File: config.mk
export PLATFORM = sky130hd
export DESIGN_NAME = sort_result_reader
export DESIGN_NICKNAME = d
export VERILOG_FILES = /design/src/rtl/sort_result_reader.sv
export SDC_FILE = /design/constraint.sdc
export NUM_CORES = 1
export LEC_CHECK = 0
export CORE_MARGIN = 2
export CORE_UTILIZATION = 45
export CTS_CLUSTER_DIAMETER = 200
export CTS_CLUSTER_SIZE = 14
export DETAILED_ROUTE_END_ITERATION = 10
export MAX_ROUTING_LAYER = met4
export PLACE_DENSITY = 0.7
export SLEW_MARGIN = 15
export SYNTH_ARGS = -nofsm -noshare
export SYNTH_HDL_FRONTEND = slang
export SYNTH_SLANG_ARGS = --single-unit
File: constraint.sdc
create_clock -name clk_i -period 4.59 [get_ports clk_i]
set_clock_uncertainty 0.15 [all_clocks]
set_input_delay 0.918 -clock clk_i [delete_from_list [all_inputs] [get_ports clk_i]]
set_output_delay 0.918 -clock clk_i [all_outputs]
set_load 0.005 [all_outputs]
File: src/rtl/sort_result_reader.sv
// Drain side of the register sorting network: captures a sorted frame once the sorter reports
// done, streams the top OUT_COUNT elements over valid/ready, then pulses the sorter clear.
module sort_result_reader #(
    parameter int unsigned SIZE          = 4,
    parameter int unsigned OUT_COUNT     = 4,
    parameter bit          READ_FROM_TOP = 1'b0,
    localparam int unsigned NetworkWidth = 16,
    localparam int unsigned IndexWidth   = 8,
    localparam int unsigned RankWidth    = $clog2(SIZE)
) (
    input  logic                                   clk_i,
    input  logic                                   rst_ni,
    input  logic                                   sort_done_i,
    input  logic [SIZE-1:0][NetworkWidth-1:0]      sort_data_i,
    input  logic [SIZE-1:0][IndexWidth-1:0]        sort_index_i,
    output logic                                   sort_reset_o,
    output logic                                   out_valid_o,
    input  logic                                   out_ready_i,
    output logic [NetworkWidth-1:0]                out_data_o,
    output logic [IndexWidth-1:0]                  out_index_o,
    output logic [RankWidth-1:0]                   out_rank_o,
    output logic                                   out_last_o,
    output logic                                   busy_o,
    output logic [15:0]                            frame_count_o
);

    typedef enum logic [1:0] {
        StIdle,
        StStream,
        StFlush,
        StWaitClr
    } state_e;

    state_e                            state_q;
    logic [SIZE-1:0][NetworkWidth-1:0] data_q;
    logic [SIZE-1:0][IndexWidth-1:0]   index_q;
    logic [RankWidth-1:0]              rank_q;
    logic                              valid_q;
    logic                              last_q;
    logic                              sort_reset_q;
    logic [NetworkWidth-1:0]           out_data_q;
    logic [IndexWidth-1:0]             out_index_q;
    logic [15:0]                       frame_count_q;

    logic [RankWidth-1:0] next_rank;
    logic [RankWidth-1:0] first_pos;
    logic [RankWidth-1:0] next_pos;
    logic                 next_is_last;
    logic                 transfer;

    // Rank is the emission ordinal; position maps it onto the frame buffer per read direction.
    assign next_rank    = rank_q + RankWidth'(1);
    assign first_pos    = READ_FROM_TOP ? RankWidth'(SIZE - 1) : '0;
    assign next_pos     = READ_FROM_TOP ? RankWidth'(SIZE - 1) - next_rank : next_rank;
    assign next_is_last = (next_rank == RankWidth'(OUT_COUNT - 1));
    assign transfer     = valid_q & out_ready_i;

    always_ff @(posedge clk_i or negedge rst_ni) begin
        if (!rst_ni) begin
            state_q       <= StIdle;
            data_q        <= '0;
            index_q       <= '0;
            rank_q        <= '0;
            valid_q       <= 1'b0;
            last_q        <= 1'b0;
            sort_reset_q  <= 1'b0;
            out_data_q    <= '0;
            out_index_q   <= '0;
            frame_count_q <= '0;
        end else begin
            unique case (state_q)
                StIdle: begin
                    if (sort_done_i) begin
                        data_q      <= sort_data_i;
                        index_q     <= sort_index_i;
                        out_data_q  <= sort_data_i[first_pos];
                        out_index_q <= sort_index_i[first_pos];
                        rank_q      <= '0;
                        valid_q     <= 1'b1;
                        last_q      <= (OUT_COUNT == 1);
                        state_q     <= StStream;
                    end
                end
                StStream: begin
                    if (transfer) begin
                        if (last_q) begin
                            valid_q       <= 1'b0;
                            last_q        <= 1'b0;
                            rank_q        <= '0;
                            frame_count_q <= frame_count_q + 16'd1;
                            sort_reset_q  <= 1'b1;
                            state_q       <= StFlush;
                        end else begin
                            rank_q      <= next_rank;
                            out_data_q  <= data_q[next_pos];
                            out_index_q <= index_q[next_pos];
                            last_q      <= next_is_last;
                        end
                    end
                end
                StFlush: begin
                    sort_reset_q <= 1'b0;
                    state_q      <= StWaitClr;
                end
                StWaitClr: begin
                    // Sorter done is sticky; wait for it to fall so the old frame is not re-read.
                    if (!sort_done_i) begin
                        state_q <= StIdle;
                    end
                end
                default: state_q <= StIdle;
            endcase
        end
    end

    assign sort_reset_o  = sort_reset_q;
    assign out_valid_o   = valid_q;
    assign out_data_o    = out_data_q;
    assign out_index_o   = out_index_q;
    assign out_rank_o    = rank_q;
    assign out_last_o    = last_q;
    assign busy_o        = (state_q != StIdle);
    assign frame_count_o = frame_count_q;

`ifndef SYNTHESIS
    a_idle_sideband_zero : assert property (@(posedge clk_i) disable iff (!rst_ni)
        !out_valid_o |-> (out_rank_o == '0) && !out_last_o);
    a_clear_not_streaming : assert property (@(posedge clk_i) disable iff (!rst_ni)
        sort_reset_o |-> !out_valid_o);
    a_stall_stable : assert property (@(posedge clk_i) disable iff (!rst_ni)
        (out_valid_o && !out_ready_i) |=> out_valid_o && $stable(out_data_o)
                                          && $stable(out_index_o) && $stable(out_rank_o));
`endif

endmodule

==> run_results.csv, run 1 <==
group,metric,value,unit
synthesis,synth_cells,446,
synthesis,yosysMostFrequentCell,"dfrtp_1",
synthesis,synthTopCellsByArea,"dfrtp_1, mux2_2, mux4_2",
clock_network,ctsResizeCount,0,
die,num_io_pins,146,
timing,fin_tns_setup,0,ps
clock_network,hold_buffers,0,
clock_network,cts.clk_slew.worst_paths,60,ps
drt,drt_wl_total,13600,µm
global_route,grt_pass1_vias,4396,
timing,rsz0062_at_grt,"false",
drt,routedWlPerCell,17.4,µm
critical_path,critPathMaxFanout,27,
critical_path,crit_required,3520,ps
synthesis,syn_area_per_cell,14.3,µm²
drt,vias,4107,
synthesis,synth_top_family_by_area,"multiplexers",
placed_design,finalWeightedCongestion,0.770,
die,dieArea,0.0152,mm²
drt,drc,0,
critical_path,worstSetupPathType,"register to output pin",
synthesis,synth-edff-count,0,
critical_path,cp.arrival,1870,ps
synthesis,yosysWarnings,0,
die,coreArea,0.0139,mm²
final_layout,finalNetCount,700,
timing,finalHoldViolCount,0,
timing,period_needed,2940,ps
synthesis,netlist.area_leader.share,56.0,%
timing,whs,327,ps
status,status,"completed",
die,die_h,123,µm
clock_network,cts.sinks,143,
synthesis,ys_types,29,
clock_network,cts_made_buffers,17,
timing,timing.final.crit_share,64.1,%
synthesis,synth_area,0.00639,mm²
clock_network,ctsHtreeMaxLevel,4,
placed_design,dp.final_hpwl,9380,µm
flow_run,drv_cap,0,
drt,drt-initial-drc-count,196,
global_route,grt_overflow,0,
critical_path,crit_path_end_kind,"output pin",
clock_network,clockBufferDepth,2,
synthesis,muxShareOfSynthArea,29.8,%
final_layout,diodes,0,
power_and_ir_drop,worst_ir_drop_vdd,0.250,mV
drt,first_pass_iters,4,
final_layout,drive_above_1_share,28.1,%
power_and_ir_drop,power_leakage,4.22,nW
synthesis,ys_async_sr_fraction,100,%
global_route,grtUsageTotal,20.3,%
global_route,grt_pass1_wl,22400,µm
final_layout,syn_to_final_growth,36.2,%
power_and_ir_drop,p_per_area,348,mW/mm²
clock_network,cts_tree,"done",
global_route,antenna_found_initial,0,
synthesis,synth_nets,553,
die,fp.dieW,123,µm
synthesis,synth-compound-area-share,2.72,%
die,initial_core_util,46.0,%
synthesis,yosysTopAreaCell,"dfrtp_1",
timing,worstMarginPinSlew,995,ps
die,row_count,43,
global_route,grt_max_degree,110,
clock_network,insertion_delay,410,ps
synthesis,synth-adder-area-share,1.37,%
synthesis,synth_seq_cells,143,
final_layout,multiInputGateArea,0.00265,mm²
drt,viasPerCell,5.23,
synthesis,synth_common_cells,"dfrtp_1, mux2_2, nor2_1, mux2i_1, a21oi_1",
critical_path,start_kind,"register",
hold_path,min_path_type,"register to register",
synthesis,synthFlopType,"dfrtp_1",
synthesis,yosysSeqAreaShare,56.0,%
final_layout,regArea,0.00358,mm²
timing,finalSetupViolations,0,
timing,slew_violations,0,
synthesis,synth-xor-area-share,2.06,%
placed_design,numPortBuffers,145,
final_layout,nFillCells,1079,
timing,fmax,0.340,GHz
drt,ant_nets,0,
synthesis,synth_simple_gate_area_share,5.23,%
clock_network,cts_setup_buffers,0,
clock_network,cts_root_buf,"clkbuf_16",
timing,max-slew-margin-rel,33.7,%
-- cells in the final DEF, fill, tap and decap left out, drive strengths merged, types with 2 or more instances in the layout --
| cell | synthesis | routed |
|---|---|---|
| a21oi | 25 | 25 |
| and3 | 2 | 2 |
| and4 | 2 | 2 |
| buf | 25 | 9 |
| bufinv | 0 | 7 |
| clkbuf | 0 | 20 |
| clkdlybuf4s50 | 0 | 144 |
| clkinv | 0 | 4 |
| dfrtp | 143 | 143 |
| ha | 7 | 7 |
| inv | 9 | 9 |
| mux2 | 98 | 98 |
| mux2i | 26 | 26 |
| mux4 | 24 | 24 |
| nand2 | 14 | 14 |
| nand3 | 7 | 7 |
| nor2 | 29 | 29 |
| nor3 | 6 | 6 |
| nor4 | 2 | 2 |
| o21ai | 5 | 5 |
| xnor2 | 7 | 7 |
| xor2 | 8 | 8 |
-- critical path, stage by stage, from the launching register on --
cell	delay [ps]
dfrtp_2	360
buf_4	460
clkdlybuf4s50_1	630
-- through the flow --
stage	utilization (%)	area (µm²)	worst slack, ps	std cells	total power (W)
after floorplan	-	6390	2430	446	0.00131
after detailed placement	57.8	8020	1660	754	0.00146
final	62.7	8700	1650	786	0.00302
after CTS	62.7	8700	1580	786	0.00306
after global placement	57.8	8020	1690	754	0.00145
after global routing	62.7	8700	1510	786	0.00313
-- kinds of logic after synthesis --
logic type      Yosys count
mux                     148
fa+ha+maj                 7
simple gates             66
compound gates           33
flops                   143
buf+inv                  34
xor+xnor                 15
-- path summary, 6_finish.rpt --
path / start / to / slack (ps) / cells after the start
max in group asynchronous: rst_ni / index_q[7] / 2960 / 2
min reg2reg: frame_count_o[15] / frame_count_o[15] / 330 / 1
min: frame_count_o[15] / frame_count_o[15] / 330 / 1
max reg2reg: state_q[1] / frame_count_o[7] / 2240 / 6
max: out_rank_o[0] / out_rank_o[0] / 1650 / 2
min in group asynchronous: rst_ni / frame_count_o[6] / 480 / 1
-- registers in the layout, indices dropped and copies added, names as in the netlist --
register,count
data_q,64
index_q,32
frame_count_o,16
out_data_o,16
out_index_o,8
out_rank_o,2
state_q,2
out_last_o,1
out_valid_o,1
sort_reset_o,1
-- routing by layer --
layer  track usage (%)  share of wire (%)  up-vias
met5                 -                  0        -
met3              5.26                6.0       13
li1                  -                  -     1892
met4              8.03                1.4        0
met2              31.6                 50      115
met1              25.6                 43     2087
-- area by class of cell --
type	count	share of cell area (%)
Tap cell	180	2.59
Timing Repair Buffer	153	17.5
Inverter	9	0.388
Clock inverter	12	2.73
Clock buffer	20	5.13
Sequential cell	143	41.1
Multi-Input combinational cell	269	30.5
-- report_power, final --
part           total (W)  internal [W]  leakage, nW  switching, W
logic           0.000152     0.0000988         1.96     0.0000535
clock network    0.00159       0.00108        0.334      0.000509
registers        0.00128       0.00127         1.92    0.00000694
total            0.00302       0.00245         4.22      0.000570
(Power assumes the default switching activity.)
==> inputs of run 2 (changes only) <==
Clock period 4.59 ns to 2.9 ns, I/O delays scaled along.
==> run 2 against run 1 <==
Net effect:
- the run now ends with negative hold slack left
- sequential share of layout area is essentially flat
- design area is essentially flat
- sequential power grew 58%
- setup slack lost 1300 ps
==> run_results.csv, run 2 (same netlist as run 1, synthesis figures left out) <==
group,metric,value,unit
status,status,"finished with violations",
status,violations,"negative hold slack",
critical_path,critPathMaxFanout,4,
die,initial_core_util,46.0,%
power_and_ir_drop,worst_ir_drop_vdd,0.423,mV
final_layout,diodes,0,
power_and_ir_drop,power_leakage,4.22,nW
final_layout,drive_above_1_share,28.7,%
die,fp.dieW,123,µm
clock_network,insertion_delay,420,ps
final_layout,largest_reg_flops,64,
clock_network,ctsHtreeMaxLevel,4,
global_route,grt_max_degree,66,
power_and_ir_drop,p_per_area,519,mW/mm²
final_layout,layout_commonest_cell,"clkdlybuf4s50_1",
placed_design,numPortBuffers,145,
drt,vias,4166,
critical_path,crit_path_end_kind,"output pin",
critical_path,path_cells,"inv_1 > ha_1 > inv_1 > clkdlybuf4s50_1",
global_route,grt_pass1_vias,4446,
timing,whs,-4.77,ps
critical_path,worst_path_max_delay_cell,"clkdlybuf4s50_1",
critical_path,cp.arrival,1780,ps
drt,first_pass_iters,4,
timing,fin_tns_setup,0,ps
clock_network,cts_setup_buffers,0,
final_layout,regArea,0.00358,mm²
global_route,antenna_found_initial,0,
clock_network,cts_made_buffers,17,
die,num_io_pins,146,
timing,rsz0062_at_grt,"false",
clock_network,cts_root_buf,"clkbuf_16",
critical_path,start_kind,"register",
final_layout,nFillCells,1101,
critical_path,cpMostUsedCell,"inv_1",
final_layout,multiInputGateArea,0.00265,mm²
power_and_ir_drop,power,0.00452,W
flow_run,drv_cap,0,
critical_path,cpPeakStageDelay,500,ps
die,row_count,43,
clock_network,ctsResizeCount,0,
clock_network,cts.sinks,143,
final_layout,registers.top_by_ff_count,"data_q",
placed_design,dp.final_hpwl,9820,µm
drt,viasPerCell,5.27,
final_layout,finalNetCount,704,
drt,drc,0,
die,die_h,123,µm
timing,period_needed,2510,ps
hold_path,min_path_type,"input port to async pin",
drt,ant_nets,0,
die,coreArea,0.0139,mm²
final_layout,reg_top3,"data_q: 64 flops, index_q: 32 flops",
timing,finalSetupViolations,0,
timing,fmax,0.398,GHz
clock_network,cts_tree,"done",
global_route,grt_overflow,0,
critical_path,crit_required,2170,ps
critical_path,worstSetupPathType,"register to output pin",
drt,drt_wl_total,14100,µm
drt,drt-initial-drc-count,193,
clock_network,hold_buffers,0,
global_route,grtUsageTotal,20.6,%
placed_design,finalWeightedCongestion,0.763,
timing,worstMarginPinSlew,612,ps
final_layout,syn_to_final_growth,36.2,%
clock_network,clockBufferDepth,2,
timing,max-slew-margin-rel,59.2,%
global_route,grt_pass1_wl,22800,µm
timing,timing.final.crit_share,86.7,%
timing,finalHoldViolCount,1,
die,dieArea,0.0152,mm²
final_layout,final_cell_mix,"clkdlybuf4s50_1, dfrtp_1, mux2_2",
drt,routedWlPerCell,17.9,µm
timing,slew_violations,0,
clock_network,cts.clk_slew.worst_paths,60,ps
## run 2: changes by cell type in the layout (fill, tap and decap cells not counted)
cell        change
buf_12          +3
buf_4           +1
bufinv_16       -4
clkinv_4        +1
clkinvlp_4      +1
clkbuf_1        -1
clkbuf_8        +3
## run 2: metal layers
layer,wire length [µm],up-vias,global-route usage (%)
met4,189,0,6.75
met3,851,16,6.60
li1,-,1898,-
met5,0,-,-
met1,6200,2131,25.7
met2,6900,121,32.2
## run 2: final timing paths
path,from,to,slack (ps),cells after the start
worst min-delay path,rst_ni,frame_count_o[7],-5,1
min in group clk_i,frame_count_o[15],frame_count_o[15],320,1
worst max register to register,state_q[1],frame_count_o[12],790,6
worst min register to register,frame_count_o[15],frame_count_o[15],320,1
max in group asynchronous,rst_ni,out_index_o[1],1890,2
worst max-delay path,state_q[0],busy_o,390,4
## run 2: cell type report
cell class | count | share of cell area, %
clock inverters | 10 | 1.54
multi-input cells | 269 | 30.5
flip-flops and latches | 143 | 41.1
inverters | 9 | 0.388
clock buffers | 22 | 5.56
well taps | 180 | 2.59
repair buffers | 157 | 18.3
## run 2: critical path, delay by kind of cell (launching register included)
kind	cells	cell delay (ps)
fa+ha+maj	1	280
buf+inv	3	700
flops	1	380
## run 2: stage by stage
step	setup slack (ps)	cells	util, %	hold slack (ps)	cell area [µm²]
after floorplan	741	446	-	134	6390
after global placement	519	758	58.2	307	8090
after detailed placement	478	758	58.2	315	8090
after CTS	367	790	62.7	24.4	8700
after global routing	261	790	62.7	51.9	8700
final	387	790	62.7	-4.77	8700
## run 2: where the power goes
group          switching [W]  internal, W  leakage [nW]
sequential         0.0000101      0.00201          1.92
combinational      0.0000857     0.000160          1.99
clock               0.000811      0.00144         0.302
total               0.000907      0.00361          4.22
==> inputs of run 3 (changes only) <==
Settings changed: CORE_MARGIN 2 to not set.
==> run 3 against run 2 <==
Net effect:
- the run now ends clean
- sequential share of layout area hardly changed
- total power rose by 1.4%
- fmax down 0.37%
- final cell count unchanged
- setup slack worse by 9.3 ps
- clock-buffer cell count down 2
- via count fell by 0.34%
- combinational power is essentially flat
- global-route usage grew 0.54 points
- design area grew 0.10%
==> run_results.csv, run 3 (same netlist as run 1, synthesis figures left out) <==
group,metric,value,unit
status,status,"completed",
power_and_ir_drop,p_int,0.00367,W
critical_path,critPathLaunch,"state_q[0]",
global_route,grt_overflow,0,
die,initial_core_util,46.0,%
timing,rsz0062_at_grt,"false",
drt,vias,4152,
critical_path,crit_required,2170,ps
critical_path,cp_top_family,"buffers and inverters",
clock_network,cts_root_buf,"clkbuf_16",
power_and_ir_drop,worst_ir_drop_vdd,0.458,mV
power_and_ir_drop,net-switching-power,0.000911,W
timing,period_needed,2520,ps
final_layout,nFillCells,1044,
final_layout,post-route-util,62.8,%
critical_path,reg2reg_from,"state_q[1]",
final_layout,finalNetCount,705,
clock_network,ctsResizeCount,0,
final_layout,layout_commonest_cell,"clkdlybuf4s50_1",
timing,setup_slack,378,ps
global_route,grt_pass1_wl,22600,µm
final_layout,largest_reg_flops,64,
critical_path,cp.arrival,1790,ps
clock_network,cts_made_buffers,17,
power_and_ir_drop,p_sw_share,19.9,%
global_route,grt_pass1_vias,4485,
timing,fmax,0.396,GHz
critical_path,r2r_slack,510,ps
drt,routedWlPerCell,17.6,µm
power_and_ir_drop,power_frac_comb,5.3,%
power_and_ir_drop,power_leakage,4.23,nW
drt,ant_nets,0,
critical_path,worstSetupPathType,"register to output pin",
critical_path,r2r_end,"frame_count_o[7]",
clock_network,hold_buffers,1,
critical_path,cpPeakStageDelay,510,ps
drt,first_pass_iters,4,
clock_network,insertion_delay,410,ps
die,die_h,121,µm
flow_run,drv_cap,0,
final_layout,syn_to_final_growth,36.4,%
die,row_count,43,
clock_network,cts.clk_slew.worst_paths,60,ps
hold_path,holdPathEnd,"frame_count_o[15]",
timing,finalHoldViolCount,0,
timing,worstMarginPinSlew,544,ps
final_layout,multiInputGateArea,0.00265,mm²
clock_network,cts_tree,"done",
critical_path,path_cells,"inv_1 > ha_1 > inv_1 > clkdlybuf4s50_1",
power_and_ir_drop,p_per_area,526,mW/mm²
final_layout,drive_above_1_share,28.7,%
drt,drt-initial-drc-count,221,
hold_path,holdPathStages,1,
hold_path,hp-start,"frame_count_o[15]",
timing,slew_violations,0,
placed_design,dp.final_hpwl,9700,µm
final_layout,final_cells,790,
global_route,antenna_found_initial,0,
timing,timing.final.crit_share,87.0,%
hold_path,min_path_type,"register to register",
drt,viasPerCell,5.26,
critical_path,critPathMaxFanout,4,
clock_network,ctsHtreeMaxLevel,4,
die,coreArea,0.0139,mm²
timing,fin_tns_setup,0,ps
critical_path,crit_path_end_kind,"output pin",
final_layout,diodes,0,
power_and_ir_drop,p_clk_share,50.5,%
timing,max-slew-margin-rel,63.7,%
critical_path,start_kind,"register",
placed_design,numPortBuffers,145,
final_layout,registers.top_by_ff_count,"data_q",
final_layout,reg_top3,"data_q: 64 flops, index_q: 32 flops",
critical_path,worst_path_max_delay_cell,"clkdlybuf4s50_1",
drt,drt_wl_total,13900,µm
die,dieArea,0.0147,mm²
clock_network,cts_setup_buffers,0,
clock_network,clockBufferDepth,2,
global_route,grtUsageTotal,21.2,%
critical_path,cpMostUsedCell,"inv_1",
final_layout,final_cell_mix,"clkdlybuf4s50_1, dfrtp_1, mux2_2",
timing,finalSetupViolations,0,
power_and_ir_drop,p_seq_share,44.2,%
critical_path,r2r.worst_path.cells,6,
placed_design,finalWeightedCongestion,0.793,
placed_design,place_inst,758,
die,fp.dieW,121,µm
placed_design,dp_slack,474,ps
clock_network,cts.sinks,143,
die,num_io_pins,146,
drt,drc,0,
critical_path,path_buf_inv,3,
global_route,grt_max_degree,49,
final_layout,regArea,0.00358,mm²
-- run 3: worst reg2reg max path, delay by kind of cell, from the launching register on --
kind | cells | cell delay (ps)
adder cells (fa/ha/maj) | 1 | 520
flip-flops | 1 | 410
AND/OR/NAND/NOR | 3 | 920
XOR/XNOR | 1 | 190
buffers and inverters | 1 | 120
-- run 3: through the flow --
step | total power (W) | area, µm² | hold slack (ps)
2_1_floorplan | 0.00208 | 6390 | 134
3_3_place_gp | 0.00230 | 8070 | 308
3_5_place_dp | 0.00231 | 8070 | 308
4_1_cts | 0.00463 | 8710 | 320
5_1_grt | 0.00473 | 8710 | 354
6_report | 0.00458 | 8710 | 318
-- run 3: worst max path at each step --
| stage | endpoint | slack (ps) | cells after the start |
|---|---|---|---|
| after global routing | busy_o | 300 | 4 |
| after global placement | frame_count_o[15] | 530 | 5 |
| after detailed placement | frame_count_o[7] | 470 | 5 |
| after CTS | busy_o | 340 | 4 |
| after floorplan | out_data_o[0] | 740 | 9 |
| final | busy_o | 380 | 4 |
-- run 3: layout make-up --
cell class	instances	area share, %
well taps	180	2.59
clock buffers	20	5.36
repair buffers	158	18.3
multi-input cells	269	30.5
inverters	9	0.388
flip-flops and latches	143	41.1
clock inverters	11	1.87
-- run 3: power groups by stage --
stage / sequential, W / combinational [W] / clock, W
final: 0.00203 / 0.000243 / 0.00231
after global routing: 0.00203 / 0.000266 / 0.00244
after CTS: 0.00203 / 0.000249 / 0.00235
after detailed placement: 0.00206 / 0.000247 / 0
after global placement: 0.00206 / 0.000242 / 0
after floorplan: 0.00206 / 0.0000170 / 0
-- run 3: routing by layer --
layer	wire length (µm)	track usage, %	vias to the layer above
met5	0	-	-
met4	201	7.72	0
met3	834	5.92	14
met2	6680	33.0	112
met1	6220	26.4	2124
li1	-	-	1902
==> RTL change: new RTL, config.mk and constraints of run 2 <==
Encoding of `state_e`: now one-hot (4 bits for 4 states).
--- a/src/rtl/sort_result_reader.sv
+++ b/src/rtl/sort_result_reader.sv
@@ -26,7 +26,7 @@
 
-    typedef enum logic [1:0] {
-        StIdle,
-        StStream,
-        StFlush,
-        StWaitClr
+    typedef enum logic [3:0] {
+        StIdle    = 4'b0001,
+        StStream  = 4'b0010,
+        StFlush   = 4'b0100,
+        StWaitClr = 4'b1000
     } state_e;
Behaviour: no difference found for any inputs over 4 cycles, from zero or initial values and one cycle with rst_ni low; so few cycles prove little.
==> RTL change against run 2 <==
- the run still ends with negative hold slack left
- setup slack lost 180 ps
- wire length is 4.6% higher
- cell area increased by 0.13%
- critical path depth decreased by 1
- register-to-register slack worse by 330 ps
- synthesized area increased by 0.96%
- sequential cell count up 2
- maximum frequency shrank 6.6%
- utilization shrank 0.16 points
Power is not compared: it rests on default switching activity, and its combinational part moved more than twofold at a synthesized area within 25%.
==> RTL change: results (changes against run 2) <==
[timing]
finalHoldViolCount = 19  ; +18
hold_ws_ps = -23.1  ; -18.3 ps
worst_slew_pin_slew_ps = 613  ; +1.01 ps

[layout]
diodes = 0  ; unchanged
drive_gt1_share_pct = 25.7  ; -3.0 points
reg_top3 = data_q: 64 flops, index_q: 32 flops
fin_nets = 722  ; +2.6%

[worst_setup_path]
cp.arrival_ps = 1960  ; +180 ps
max_stage_delay_ps = 620  ; +120 ps
path_delay_family = flip-flops
crit_slowest_cell = dfstp_2
r2r_slack_ps = 460  ; -330 ps
r2r_start = state_q[3]
path_max_fanout = 7  ; +3
r2r_cells = 5  ; -1
r2r-end = out_data_o[14]

[logic_synthesis]
synthTopCellsByCount = dfrtp_1, mux2_2, nand2_1
seq_area_frac_synth_pct = 56.3  ; +0.26 points
postSynth.asyncResetShare_pct = 100  ; unchanged
syn_nets = 575  ; +4.0%
ys_types = 41  ; +41%
synthTopCellsByArea = dfrtp_1, mux2_2, mux4_2, nand2_1, mux2_1
yosys_warnings = 0  ; unchanged
synth.most_common_cell = dfrtp_1

[placed_design]
place.port_buffers = 145  ; unchanged
place.gp.congestion = 0.772  ; +1.2%
dp_hpwl_um = 10300  ; +4.5%
placed_cell_area_um2 = 8150  ; +0.79%

[status]
failed_checks = negative hold slack
status = complete, but fails checks

[routing]
via_per_inst = 5.34  ; +1.2%
drtIter0Drc = 198  ; +2.6%
routedWlPerCell_um = 18.2  ; +1.9%
first_pass_iters = 4  ; unchanged
drc = 0  ; unchanged

[global_routing]
grt_use_met3_pct = 6.73  ; +0.13 points
met2_usage_pct = 33.2  ; +1.1 points
grt_use_total_pct = 21.5  ; +0.92 points
grt_pass1_vias = 4537  ; +2.0%
met1_usage_pct = 27.7  ; +2.0 points
grt_pass1_wl_um = 23800  ; +4.4%
grt_max_degree = 61  ; -7.6%
antenna_found_initial = 0  ; unchanged

[clock_network]
cts.reportedPaths.clkPinSlew_ps = 50
numCtsBuffers = 17  ; unchanged
h-tree-depth = 4  ; unchanged
clock_latency_ps = 420  ; about the same
clockBufferDepth = 2  ; unchanged
cts_hold_buf = 0  ; unchanged
cts-root-buf = clkbuf_16

[power_and_ir_drop]
ir_worst_vdd_mv = 0.601
p_leak_nw = 3.66

[min_path]
hold_class = input port to async pin

## RTL change: logic make-up after synthesis
group	share of synthesized area (%)
flops	56.3
fa+ha+maj	0.388
buf+inv	2.56
mux	25.5
xor+xnor	2.17
simple gates	7.39
compound gates	5.72
## RTL change: final cells by class
type	instances	area [µm²]
clock inverters	6	55.1
inverters	6	22.5
repair buffers	159	1610
well taps	180	225
clock buffers	24	502
flip-flops and latches	145	3630
multi-input cells	291	2670
fillers	1058	5220
## RTL change: report_power, final
group	total (mW)	switching, mW	internal, mW	leakage, nW
combinational	3.20	1.28	1.92	1.65
clock	2.04	0.770	1.28	0.281
sequential	3.44	0.499	2.94	1.73
total	8.68	2.55	6.13	3.66
## RTL change: timing repair
action	in CTS	in global routing
setup buffers	0	0
resized for setup	0	1
endpoints found under the setup margin	0	1
## RTL change: through the flow
stage	hold slack [ps]	total power [mW]	cells	worst slack, ps
floorplan	134	5.48	473	166
global placement	310	6.57	781	504
detailed placement	330	6.70	781	455
CTS	2.82	8.78	811	10.8
global route	23.5	9.23	811	114
finish	-23.1	8.68	811	209
## RTL change: layer usage
metal / routed length, µm / vias to the layer above / part of all wire (%)
li1: - / 2013 / -
met1: 6490 / 2195 / 44
met2: 7300 / 113 / 49
met3: 876 / 9 / 5.9
met4: 129 / 0 / 0.87
met5: 0 / - / 0
## RTL change: worst max path at each step
| stage | start | endpoint | slack, ps | cells past startpoint |
|---|---|---|---|---|
| 2_1_floorplan | out_rank_o[0] | out_index_o[3] | 170 | 9 |
| 3_3_place_gp | sort_done_i | data_q[19] | 500 | 4 |
| 3_5_place_dp | state_q[3] | out_data_o[0] | 450 | 5 |
| 4_1_cts | state_q[0] | busy_o | 10 | 3 |
| 5_1_grt | state_q[0] | busy_o | 110 | 3 |
| 6_report | state_q[0] | busy_o | 210 | 3 |
